===== config.mk =====
export PLATFORM = sky130hd
export DESIGN_NAME = stream_fifo_flat
export DESIGN_NICKNAME = d
export VERILOG_FILES = /design/src/rtl/stream_fifo_pkg.sv /design/src/rtl/stream_fifo_if.sv /design/src/rtl/stream_fifo_oreg.sv /design/src/rtl/stream_fifo.sv /design/src/flat_wrapper.sv
export SDC_FILE = /design/constraint.sdc
export NUM_CORES = 1
export LEC_CHECK = 0
export BUFFER_PORTS_ARGS = -buffer_cell sky130_fd_sc_hd__buf_4
export CORE_MARGIN = 3
export CORE_UTILIZATION = 38
export DETAILED_ROUTE_END_ITERATION = 10
export SYNTH_ARGS = -nofsm -noshare
export SYNTH_HDL_FRONTEND = slang
export SYNTH_SLANG_ARGS = --single-unit

===== constraint.sdc =====
create_clock -name clk_i -period 2.5 [get_ports clk_i]
set_clock_uncertainty 0.15 [all_clocks]
set_input_delay 0 -clock clk_i [delete_from_list [all_inputs] [get_ports clk_i]]
set_output_delay 0 -clock clk_i [all_outputs]
set_load 0.03 [all_outputs]

===== src/rtl/stream_fifo_pkg.sv =====
// Shared sizing helpers for the stream_fifo block.
// Both the level and pointer widths depend on parameters, so they are
// computed once here and reused by every file of the block.

package stream_fifo_pkg;

    // Bits needed to hold a fill level in the range 0..cap inclusive.
    function automatic int level_width(input int cap);
        return $clog2(cap + 1);
    endfunction

    // Bits needed for a storage pointer over depth entries, never less than one.
    function automatic int ptr_width(input int depth);
        int w;
        w = $clog2(depth);
        return (w < 1) ? 1 : w;
    endfunction

endpackage : stream_fifo_pkg


===== src/rtl/stream_fifo_if.sv =====
// Valid/ready stream channel used on both sides of stream_fifo.
// The master drives valid and data; the slave drives ready.

interface stream_fifo_if #(
    parameter int WIDTH = 32
) ();

    logic             valid;
    logic             ready;
    logic [WIDTH-1:0] data;

    // Producer side of the channel.
    modport master (
        output valid,
        output data,
        input  ready
    );

    // Consumer side of the channel.
    modport slave (
        input  valid,
        input  data,
        output ready
    );

endinterface : stream_fifo_if


===== src/rtl/stream_fifo_oreg.sv =====
// One-entry valid/ready register slice placed after the storage array.
// It breaks the path from the array read port to m_data. It accepts a new
// word whenever it is empty or its current word is being taken, so
// back-to-back traffic still moves at one beat per cycle.

module stream_fifo_oreg #(
    parameter int WIDTH = 32
) (
    input  logic             clk_i,
    input  logic             rst_i,
    input  logic             flush_i,
    input  logic             in_valid_i,
    output logic             in_ready_o,
    input  logic [WIDTH-1:0] in_data_i,
    output logic             out_valid_o,
    input  logic             out_ready_i,
    output logic [WIDTH-1:0] out_data_o
);

    logic             valid_q;
    logic             valid_d;
    logic [WIDTH-1:0] data_q;

    // The slice can take a word when it is empty or being drained this cycle.
    assign in_ready_o  = !valid_q || out_ready_i;
    assign out_valid_o = valid_q;
    assign out_data_o  = data_q;

    // Next occupancy: refill from the array whenever a slot is free.
    always_comb begin
        valid_d = valid_q;
        if (in_ready_o) begin
            valid_d = in_valid_i;
        end
    end

    // Occupancy flag; both reset and flush drop any word held here.
    always_ff @(posedge clk_i) begin
        if (rst_i || flush_i) begin
            valid_q <= 1'b0;
        end else begin
            valid_q <= valid_d;
        end
    end

    // Data capture; the payload needs no reset because valid_q qualifies it.
    always_ff @(posedge clk_i) begin
        if (in_valid_i && in_ready_o) begin
            data_q <= in_data_i;
        end
    end

endmodule : stream_fifo_oreg


===== src/rtl/stream_fifo.sv =====
// First-word-fall-through stream FIFO with valid/ready on both sides.
// Storage, pointers and the occupancy counter live here. An optional
// register slice adds one extra entry and one extra cycle of latency in
// exchange for a registered m_data. Every status output is decoded from
// the count register alone, so no flag depends combinationally on
// s_valid or m_ready.

module stream_fifo
    import stream_fifo_pkg::*;
#(
    parameter int WIDTH    = 32,
    parameter int DEPTH    = 4,
    parameter int AF_LEVEL = DEPTH - 1,
    parameter int AE_LEVEL = 1,
    parameter int OUT_REG  = 0
) (
    input  logic                                   clk_i,
    input  logic                                   rst_i,
    input  logic                                   flush_i,
    stream_fifo_if.slave                           s_if,
    stream_fifo_if.master                          m_if,
    output logic [level_width(DEPTH+OUT_REG)-1:0]  level_o,
    output logic                                   full_o,
    output logic                                   empty_o,
    output logic                                   almost_full_o,
    output logic                                   almost_empty_o
);

    localparam int CAP = DEPTH + OUT_REG;
    localparam int LW  = level_width(CAP);
    localparam int PW  = ptr_width(DEPTH);

    localparam logic [LW-1:0] CAP_L = LW'(CAP);
    localparam logic [LW-1:0] AF_L  = LW'(AF_LEVEL);
    localparam logic [LW-1:0] AE_L  = LW'(AE_LEVEL);
    localparam logic [PW-1:0] LAST  = PW'(DEPTH - 1);

    // Reject parameter sets that would make the flags or storage meaningless.
    if (DEPTH < 2) begin : g_chk_depth
        $error("stream_fifo: DEPTH must be at least 2");
    end
    if (AF_LEVEL > CAP) begin : g_chk_af
        $error("stream_fifo: AF_LEVEL must not exceed the capacity");
    end
    if (AE_LEVEL >= CAP) begin : g_chk_ae
        $error("stream_fifo: AE_LEVEL must be below the capacity");
    end

    logic [WIDTH-1:0] mem_q [DEPTH];
    logic [PW-1:0]    wr_ptr_q;
    logic [PW-1:0]    wr_ptr_d;
    logic [PW-1:0]    rd_ptr_q;
    logic [PW-1:0]    rd_ptr_d;
    logic [LW-1:0]    count_q;
    logic [LW-1:0]    count_d;

    logic             s_ready;
    logic             m_valid;
    logic             push;
    logic             pop;
    logic             arr_pop;

    // Advance a storage pointer, wrapping from the last entry back to zero.
    function automatic logic [PW-1:0] ptr_inc(input logic [PW-1:0] p);
        return (p == LAST) ? '0 : p + PW'(1);
    endfunction

    // Status decode: all of it comes straight off the count register.
    assign full_o         = (count_q == CAP_L);
    assign empty_o        = (count_q == '0);
    assign almost_full_o  = (count_q >= AF_L);
    assign almost_empty_o = (count_q <= AE_L);
    assign level_o        = count_q;

    // A full FIFO refuses writes even when a pop lands in the same cycle,
    // which keeps m_ready out of the s_ready path.
    assign s_ready    = !full_o;
    assign s_if.ready = s_ready;
    assign m_if.valid = m_valid;

    assign push = s_if.valid && s_ready;
    assign pop  = m_valid && m_if.ready;

    if (OUT_REG != 0) begin : g_oreg
        logic [LW-1:0] arr_cnt;
        logic          arr_valid;
        logic          oreg_ready;

        // Words in the array are the total count minus the one in the slice.
        assign arr_cnt   = count_q - LW'(m_valid);
        assign arr_valid = (arr_cnt != '0);
        assign arr_pop   = arr_valid && oreg_ready;

        stream_fifo_oreg #(
            .WIDTH (WIDTH)
        ) u_oreg (
            .clk_i       (clk_i),
            .rst_i       (rst_i),
            .flush_i     (flush_i),
            .in_valid_i  (arr_valid),
            .in_ready_o  (oreg_ready),
            .in_data_i   (mem_q[rd_ptr_q]),
            .out_valid_o (m_valid),
            .out_ready_i (m_if.ready),
            .out_data_o  (m_if.data)
        );
    end else begin : g_direct
        // Fall-through: the array head is presented as soon as it is written.
        assign m_valid   = !empty_o;
        assign m_if.data = mem_q[rd_ptr_q];
        assign arr_pop   = pop;
    end

    // Next-state for pointers and count; flush returns them to their reset values.
    // NOTE: every output gets a default first so no path through the
    // block leaves a variable unassigned, which would infer a latch.
    always_comb begin
        wr_ptr_d = wr_ptr_q;
        rd_ptr_d = rd_ptr_q;
        count_d  = count_q;
        if (flush_i) begin
            wr_ptr_d = '0;
            rd_ptr_d = '0;
            count_d  = '0;
        end else begin
            if (push) begin
                wr_ptr_d = ptr_inc(wr_ptr_q);
            end
            if (arr_pop) begin
                rd_ptr_d = ptr_inc(rd_ptr_q);
            end
            case ({push, pop})
                2'b10:   count_d = count_q + LW'(1);
                2'b01:   count_d = count_q - LW'(1);
                default: count_d = count_q;
            endcase
        end
    end

    // Control state registers with synchronous reset.
    // NOTE: non-blocking assignments make every register in this block
    // update together at the edge, independent of statement order.
    always_ff @(posedge clk_i) begin
        if (rst_i) begin
            wr_ptr_q <= '0;
            rd_ptr_q <= '0;
            count_q  <= '0;
        end else begin
            wr_ptr_q <= wr_ptr_d;
            rd_ptr_q <= rd_ptr_d;
            count_q  <= count_d;
        end
    end

    // Storage write port.
    // NOTE: the array is deliberately left out of reset; count_q and the
    // pointers decide which entries are meaningful, so clearing it adds
    // nothing and would prevent mapping onto RAM.
    always_ff @(posedge clk_i) begin
        if (push) begin
            mem_q[wr_ptr_q] <= s_if.data;
        end
    end

    level_in_range: assert property (@(posedge clk_i) disable iff (rst_i)
        count_q <= CAP_L);

    no_overflow: assert property (@(posedge clk_i) disable iff (rst_i)
        !(push && full_o));

    no_underflow: assert property (@(posedge clk_i) disable iff (rst_i)
        !(pop && empty_o));

endmodule : stream_fifo


===== src/flat_wrapper.sv =====
// flat-port wrapper written by rule: the top's interface ports become plain ports
module stream_fifo_flat import stream_fifo_pkg::*;
#(
    parameter int WIDTH    = 32,
    parameter int DEPTH    = 4,
    parameter int AF_LEVEL = DEPTH - 1,
    parameter int AE_LEVEL = 1,
    parameter int OUT_REG  = 0
)
  (clk_i, rst_i, flush_i, level_o, full_o, empty_o, almost_full_o, almost_empty_o, s_if_valid, s_if_data, s_if_ready, m_if_valid, m_if_data, m_if_ready);
  stream_fifo_if #(.WIDTH(WIDTH)) s_if_i ();
  stream_fifo_if #(.WIDTH(WIDTH)) m_if_i ();
  input  logic clk_i;
  input  logic rst_i;
  input  logic flush_i;
  output logic [level_width(DEPTH+OUT_REG)-1:0] level_o;
  output logic full_o;
  output logic empty_o;
  output logic almost_full_o;
  output logic almost_empty_o;
  input wire logic [$bits(s_if_i.valid)-1:0] s_if_valid;
  input wire logic [$bits(s_if_i.data)-1:0] s_if_data;
  output wire logic [$bits(s_if_i.ready)-1:0] s_if_ready;
  output wire logic [$bits(m_if_i.valid)-1:0] m_if_valid;
  output wire logic [$bits(m_if_i.data)-1:0] m_if_data;
  input wire logic [$bits(m_if_i.ready)-1:0] m_if_ready;
  assign s_if_i.valid = s_if_valid;
  assign s_if_i.data = s_if_data;
  assign s_if_ready = s_if_i.ready;
  assign m_if_valid = m_if_i.valid;
  assign m_if_data = m_if_i.data;
  assign m_if_i.ready = m_if_ready;
  stream_fifo #(.WIDTH(WIDTH), .DEPTH(DEPTH), .AF_LEVEL(AF_LEVEL), .AE_LEVEL(AE_LEVEL), .OUT_REG(OUT_REG)) u_core (.clk_i(clk_i), .rst_i(rst_i), .flush_i(flush_i), .s_if(s_if_i), .m_if(m_if_i), .level_o(level_o), .full_o(full_o), .empty_o(empty_o), .almost_full_o(almost_full_o), .almost_empty_o(almost_empty_o));
endmodule

# After elaboration in Yosys (flattened, before gate mapping)
# Memories as Yosys holds them, arrays and structs flattened. A register that Yosys moved wholly into a read port is not among the register bits.
# Cells that the tools add are included.
[classes]
n_lt_le_gt_ge = 2
mux = 7
n_addsub = 4
n_reduce_logical = 7
n_eq_ne = 5
[ops]
columns = ["cell", "count"]
rows = [
  ["$mux 2", 4],
  ["$eq 2x2->1 const B", 3],
  ["$pmux 3 s2", 1],
  ["$add 2x1->2 const B", 2],
  ["$add 3x1->3 const B", 1],
  ["$eq 3x3->1 const B", 1],
  ["$ge 3x2->1 const B", 1],
  ["$le 3x1->1 const B", 1],
  ["$logic_not 3->1", 1],
  ["$sub 3x1->3 const B", 1],
  ["$eq 2x1->1 const B", 1],
  ["$logic_and 1x1->1", 2],
  ["$logic_not 1->1", 2],
  ["$mux 1", 2],
  ["$reduce_bool 2->1", 1],
  ["$reduce_or 2->1", 1],
]
[totals]
inputBits = 37
mem_bits_rw = 128
elab_cells = 29
mem_count = 1
register_bits = 7
out_inout_bits = 41
[memory_table]
columns = ["memory", "words", "word_bits", "read_ports", "rd_clocked_by_memory_dff", "write_ports", "line", "text"]
rows = [
  ["u_core.mem_q", 4, 32, 1, 1, 1, "stream_fifo.sv:49", "logic [WIDTH-1:0] mem_q [DEPTH];"],
]

# Logic depth before layout (Yosys ltp)
# Gate-level depths: netlist of run 1.
[logic_depth]
ltp_word = 5
mapped_depth = 8
mapped_depth_nobuf = 8

# Worst setup path after synthesis of run 1
# Ideal clock, no wire load.
[synth_path]
kind = "register to register"
start = "register u_core.count_q[0] (netlist: u_core.level_o[0])"
end = "memory u_core.mem_q[3][0] (enable)"
path_slack_ns = -0.045
stages_incl_launch_ff = 5
path_buffers = 0
arrival_time_ns = 2.002
setup_ns = 0.392
required_time_ns = 1.958
cell_sequence = "dfxtp_1 -> inv_1 -> ha_1 -> a21boi_2 -> and2_1"
[synth_via]
elab_chain_len = 5
[synth_rtl]
columns = ["item", "line", "text"]
rows = [
  ["start: declaration", "stream_fifo.sv:54", "logic [LW-1:0] count_q;"],
  ["start signal: assignment", "stream_fifo.sv:151", "count_q <= count_d;"],
  ["$eq 3x3->1", "stream_fifo.sv:69", "assign full_o = (count_q == CAP_L);"],
  ["$logic_not 1->1", "stream_fifo.sv:77", "assign s_ready = !full_o;"],
  ["$logic_and 1x1->1", "stream_fifo.sv:81", "assign push = s_if.valid && s_ready;"],
  ["$mux 1", "stream_fifo.sv:160", "if (push) begin"],
  ["$mux 1 (not written as such)", "stream_fifo.sv:161", "mem_q[wr_ptr_q] <= s_if.data;"],
  ["end: declaration", "stream_fifo.sv:49", ""],
]
# Every way passes these cells.

==> metrics, run 1 <==
Reg2Reg Capture Point u_core.level_o[2]; Reg-to-Reg Start u_core.level_o[0]; critical path type reg2out; CTS root buf clkbuf_16; final hold vios 0; synth warn 0; Peak VDD IR about 0.00044 V; status finished, final reports clean; distinct cell type count after synthesis 27; vias in the first global route 2636; FMAX 0.446 GHz; post-CTS setup repair buffer count 0; # hold bufs at CTS 37; Hold WC Path Type in2reg; Congestion Overflow GR 0; reg-to-reg setup timing slack roughly 0.40 ns; ant diodes 0; cell count after synthesis 231; CTS sink count 137; fin worst setup slack 0.259 ns; clk_lat worst skew 0.41 ns; leakage power 0.00249 uW; first-pass detailed-route iteration total 4; Max H-tree Level 4; commonest non-fill, non-tap cells in the layout edfxtp_1, buf_4, dlygate4sd3_1; DIE HEIGHT 123 um; DRC Markers 0; number of CTS-inserted buffers 17; Die Width about 120 um; Yosys top cell area share 73.8%; dpl ws 0.381 ns; share of layout cells above drive strength 1 41.4%; Worst Path Buf+Inv 2; Max Slew Vio Count 0; #FFs+latches synth 137; Worst Hold End u_core.mem_q[2][3]; # resized after CTS 0; Row Count 42; Design Area, Final 7040 um2; boundary pin count a little under 80; Hold Path Depth 2; # nets final 411; Hold Startpoint s_if_data[3]; maximum fanout along the worst path 16; Critical Path RT 2.35 ns; dpl hpwl 5480 um; Max clock buf depth 2; mean post-synth cell area 22.5 um2; CP endpoint kind primary output; min Tclk post-route 2.24 ns; worst path cell trace buf_4, mux4_2, buf_4; RSZ-0062 raised after global routing no; initial antenna violation count 0; routability-driven placement congestion ratio 0.717; most common cell after layout, fill and taps aside edfxtp_1; max incr delay on CP 0.69 ns; first-pass GRT wire length ~14000 um; drt wl/cell 16.1 um; critical path launch point type flip-flop; Seq/Total Area, Yosys just under 80%; Clock transition at path regs ~0.06 ns; Synthesized Nets about 280; maximum number of pins on one net before global-route repair 33; fillcell total roughly 1100; routed vias 2576; effective utilization at floorplan 39.0%; Placed Instance Area 6060 um2; Top cell by count, worst path buf_4; WP data arrival about 2.1 ns; initial DRC count 206; power per cell area 795 nW/um2; Tot GR Track Use 12.9%; Layout area overhead 35.3%; CORE AREA 13300 um2; top cell family by delay on the critical path flip-flops; measured slew at the worst slew-check pin around 0.57 ns; largest cells by area after synthesis edfxtp_1, mux4_2, dfxtp_1; worst r2r path cells 8; PortBufs 77; fin crit share 89.6%; Final ANT Viol Nets 0; Slowest-stage cell, CP dfxtp_2; Via density between 4 and 5; die area 15100 um2; routed wire length between 8000 and 9000 um; Slew HR 62.1%; Setup TNS 0 ns; CTS tree yes; Final Setup Violations 0; Synth area leader edfxtp_1; Mapped Area 5210 um2; Max-Cap Viols 0
==> cell usage after synthesis <==
| master | instances |
|---|---|
| inv_1 | 9 |
| a211oi_1 | 1 |
| buf_6 | 1 |
| nor2b_1 | 1 |
| nand2_1 | 1 |
| nand3_1 | 1 |
| buf_2 | 3 |
| or4_1 | 1 |
| buf_12 | 3 |
| or2_2 | 1 |
| a21boi_2 | 1 |
| ha_1 | 10 |
| a31oi_1 | 1 |
| mux4_2 | 30 |
| and2_1 | 4 |
| o21ai_0 | 4 |
| nor2_1 | 9 |
| buf_4 | 1 |
| edfxtp_1 | 128 |
| mux4_1 | 2 |
| a21oi_1 | 3 |
| nor3_1 | 1 |
| nor2b_2 | 1 |
| clkbuf_1 | 1 |
| xor2_1 | 2 |
| mux2i_1 | 2 |
| dfxtp_1 | 9 |
==> routing by layer <==
layer	track usage [%]	vias to the layer above	share of wire (%)
met5	0	-	0
met4	6.64	0	1.5
met3	3.75	12	4.7
met2	20.6	59	52
met1	16.2	1292	42
li1	-	1213	-
==> worst max path at each step <==
stage | start | to | slack [ns] | cells after the start
global placement | u_core.level_o[0] | u_core.level_o[2] | 0.48 | 8
CTS | flip-flop | m_if_data[9] | 0.19 | 3
detailed placement | u_core.level_o[0] | u_core.level_o[2] | 0.38 | 8
global route | flip-flop | m_if_data[9] | 0.10 | 3
finish | flip-flop | m_if_data[9] | 0.26 | 3
floorplan | u_core.level_o[0] | u_core.mem_q[0][0] | 0.28 | 4
==> power by group <==
| group | internal [uW] | switching (uW) |
|---|---|---|
| Clock | 1590 | 944 |
| Sequential | 2570 | 20.8 |
| Combinational | 221 | 247 |
==> through the flow <==
| stage | std cells | util [%] | hold WS (ns) | total power, uW |
|---|---|---|---|---|
| floorplan | 231 | - | -0.0511 | 2880 |
| global placement | 484 | 45.4 | 0.0514 | 3060 |
| detailed placement | 484 | 45.4 | 0.0560 | 3070 |
| CTS | 553 | 52.8 | 0.161 | 5660 |
| global route | 553 | 52.8 | 0.178 | 5800 |
| finish | 553 | 52.8 | 0.180 | 5600 |
==> logic make-up (layout without fill, tap and decap cells) <==
| kind of cell | after synthesis | in the layout | synth area share, % |
|---|---|---|---|
| muxes | 34 | 34 | 14.4 |
| xor gates and xnor gates | 2 | 2 | 0.336 |
| DFF | 137 | 137 | 77.3 |
| buffers and inverters | 18 | 164 | 2.52 |
| and+or+nand+nor | 20 | 20 | 1.95 |
| AOI/OAI and AO/OA | 10 | 10 | 1.15 |
| adders and majority gates | 10 | 10 | 2.40 |
==> cell type report <==
cell class | count | area [um2] | area share (%)
tap | 176 | 220 | 3.13
sequential | 137 | 4030 | 57.2
clock inverter | 14 | 186 | 2.65
timing repair buffer | 123 | 1090 | 15.5
clock buffer | 18 | 429 | 6.09
multi-input combinational | 76 | 1060 | 15.0
inverter | 9 | 33.8 | 0.480
==> state kept, by name (all words and copies together) (netlist names), named ones only <==
| name | cells |
|---|---|
| u_core.level_o | 3 |
| u_core.mem_q | 128 |
| u_core.rd_ptr_q | 2 |
| u_core.wr_ptr_q | 2 |
(Power assumes the default switching activity.)
==> inputs of run 2 (changes only) <==
==> constraint.sdc (replaced) <==
create_clock -name clk_i -period 2.19 [get_ports clk_i]
set_clock_uncertainty 0.15 [all_clocks]
set_input_delay 0.1095 -clock clk_i [delete_from_list [all_inputs] [get_ports clk_i]]
set_output_delay 0.1095 -clock clk_i [all_outputs]
set_load 0.03 [all_outputs]
==> run 2 against run 1 <==
Sequential power rose by 14%. Final cell count fell by 0.36%. Die area did not move. Power rose by 11%. Count of clock-buffer cells in the layout rose by 1. Critical path depth did not move. Combinational power rose by 16%. Design area fell by 0.53%. Sequential cell count did not move. First-iteration DRC count fell by 50%. Register-to-register slack got worse by 0.18 ns. Routed wire length rose by 3.3%. Critical path type unchanged.
==> metrics, run 2 (synthesis gave the netlist of run 1 again) <==
status finished, final reports clean; final hold vios 0 (unchanged); Critical Path RT 1.93 ns (-0.42 ns); first-pass GRT wire length 14100 um (+0.44%); Final ANT Viol Nets 0 (unchanged); CTS tree yes; max FFs per register 128 (unchanged); commonest non-fill, non-tap cells in the layout edfxtp_1, buf_4, dlygate4sd3_1; maximum fanout along the worst path 16 (unchanged); Worst Path Buf+Inv 2 (unchanged); leakage power 0.00247 uW (-0.53%); Setup TNS 0 ns (unchanged); critical path type reg2out; Max H-tree Level 4 (unchanged); measured slew at the worst slew-check pin 0.346 ns (-0.223 ns); Tot GR Track Use 13.1% (+0.14 points); Peak VDD IR 0.000360 V (-18%); power per cell area 886 nW/um2 (+11%); Biggest register u_core.mem_q; WL met1 3950 um (+6.4%); Clock transition at path regs 0.06 ns (about the same); CORE AREA 13300 um2 (unchanged); Congestion Overflow GR 0 (unchanged); CTS root buf clkbuf_16; DR WL met2 4700 um (+1.0%); FMAX between 0.4 and 0.5 GHz; DRC Markers 0 (unchanged); initial antenna violation count 0 (unchanged); fin worst setup slack 0.0990 ns (-0.160 ns); Final Setup Violations 0 (unchanged); Via density 4.64 (-0.38%); share of layout cells above drive strength 1 39.5% (-1.9 points); WP data arrival 1.83 ns (-0.26 ns); Slowest-stage cell, CP mux4_1; boundary pin count 78 (unchanged); Die Width 123 um (unchanged); die area 15100 um2 (unchanged); reg-to-reg setup timing slack 0.22 ns (-0.18 ns); top cell family by delay on the critical path multiplexers; number of CTS-inserted buffers 17 (unchanged); routability-driven placement congestion ratio 0.762 (+6.3%); CTS sink count 137 (unchanged); RSZ-0062 raised after global routing no; min Tclk post-route approximately 2.1 ns; routed wire length 9220 um (+3.3%); PortBufs 77 (unchanged); Slew HR 76.9% (+15 points); # nets final 410 (-0.24%); Hold WC Path Type in2reg; ant diodes 0 (unchanged); Row Count 42 (unchanged); Top Layer Used met4; dpl hpwl 5270 um (-3.9%); dpl ws 0.162 ns (-0.219 ns); drt wl/cell 16.7 um (+3.7%); worst r2r path cells 6 (-2); met3 wire len 443 um (+5.7%); initial DRC count 104 (-50%); final core utilization 52.5% (-0.28 points); Max Slew Vio Count 0 (unchanged); most common cell after layout, fill and taps aside edfxtp_1; Max clock buf depth 2 (unchanged); vias in the first global route 2667 (+1.2%); worst path cell trace buf_12, mux4_1, buf_4; routed vias 2557 (-0.74%); Hold Startpoint s_if_valid; Reg-to-Reg Start u_core.level_o[0]; Max-Cap Viols 0 (unchanged); first-pass detailed-route iteration total 4 (unchanged); critical path launch point type flip-flop; effective utilization at floorplan 39.0% (unchanged); clk_lat worst skew 0.41 ns (about the same); max incr delay on CP 0.61 ns (-0.08 ns); Layout area overhead 34.6%; Design Area, Final 7010 um2 (-0.53%); Worst Hold End u_core.wr_ptr_q[0]; Placed Instance Area 6040 um2 (-0.25%); DIE HEIGHT 123 um (unchanged); Hold Path Depth 6 (+4); CP endpoint kind primary output; fin crit share a little over nine tenths; maximum number of pins on one net before global-route repair 33 (unchanged)
run 2: cell types whose count changed in the layout (fill, tap and decap cells not counted), sizes merged:
cell / delta
clkinv: +6
inv: -6
dlygate4sd3: -1
clkinvlp: -2
clkbuf: +2
buf: -1
run 2: final cells by class:
cell class	count	area, um2
fill	1103	6340
sequential	137	4030
timing repair buffer	122	1100
multi-input combinational	76	1060
clock buffer	19	433
tap	176	220
clock inverter	12	133
inverter	9	33.8
run 2: worst max path at each step:
stage	startpoint	end	slack, ns	depth (start not counted)
CTS	flip-flop	m_if_data[15]	0.01	3
floorplan	u_core.level_o[0]	u_core.mem_q[0][0]	-0.03	4
finish	flip-flop	m_if_data[23]	0.1	3
global route	flip-flop	m_if_data[23]	0.03	3
global placement	u_core.level_o[0]	u_core.level_o[2]	0.27	8
detailed placement	u_core.level_o[0]	u_core.level_o[2]	0.16	8
run 2: routing by layer:
metal	vias to the layer above	track usage (%)
met5	-	0
li1	1205	-
met2	63	21.0
met1	1277	16.1
met4	0	6.23
met3	12	4.12
run 2: repair_timing:
| action | in CTS | in global routing |
|---|---|---|
| hold buffers | 36 | 0 |
| setup buffers | 0 | 1 |
| gates resized for setup | 0 | 1 |
| endpoints found under the hold margin | 137 | 0 |
| setup endpoints to repair | 0 | 3 |
run 2: power by group:
group / total, uW / internal (uW) / leakage [uW] / switching (uW)
sequential: 2960 / 2940 / 0.00125 / 19.6
combinational: 544 / 256 / 0.000957 / 288
clock: 2700 / 1750 / 0.000268 / 950
total: 6210 / 4950 / 0.00247 / 1260
run 2: worst reg2reg max path: stages, from the launching register on:
cell and delay [ns]:
dfxtp_1 0.39, inv_1 0.10, ha_1 0.25, nor2b_4 0.16, o21ai_0 0.16, a21oi_1 0.09
dlygate4sd3_1 0.57
run 2: stage by stage:
stage | power (uW) | hold slack [ns] | std cells
floorplan | 3290 | 0.0584 | 231
global placement | 3500 | 0.161 | 482
detailed placement | 3510 | 0.164 | 482
CTS | 6280 | 0.168 | 549
global route | 6430 | 0.248 | 551
finish | 6210 | 0.211 | 551
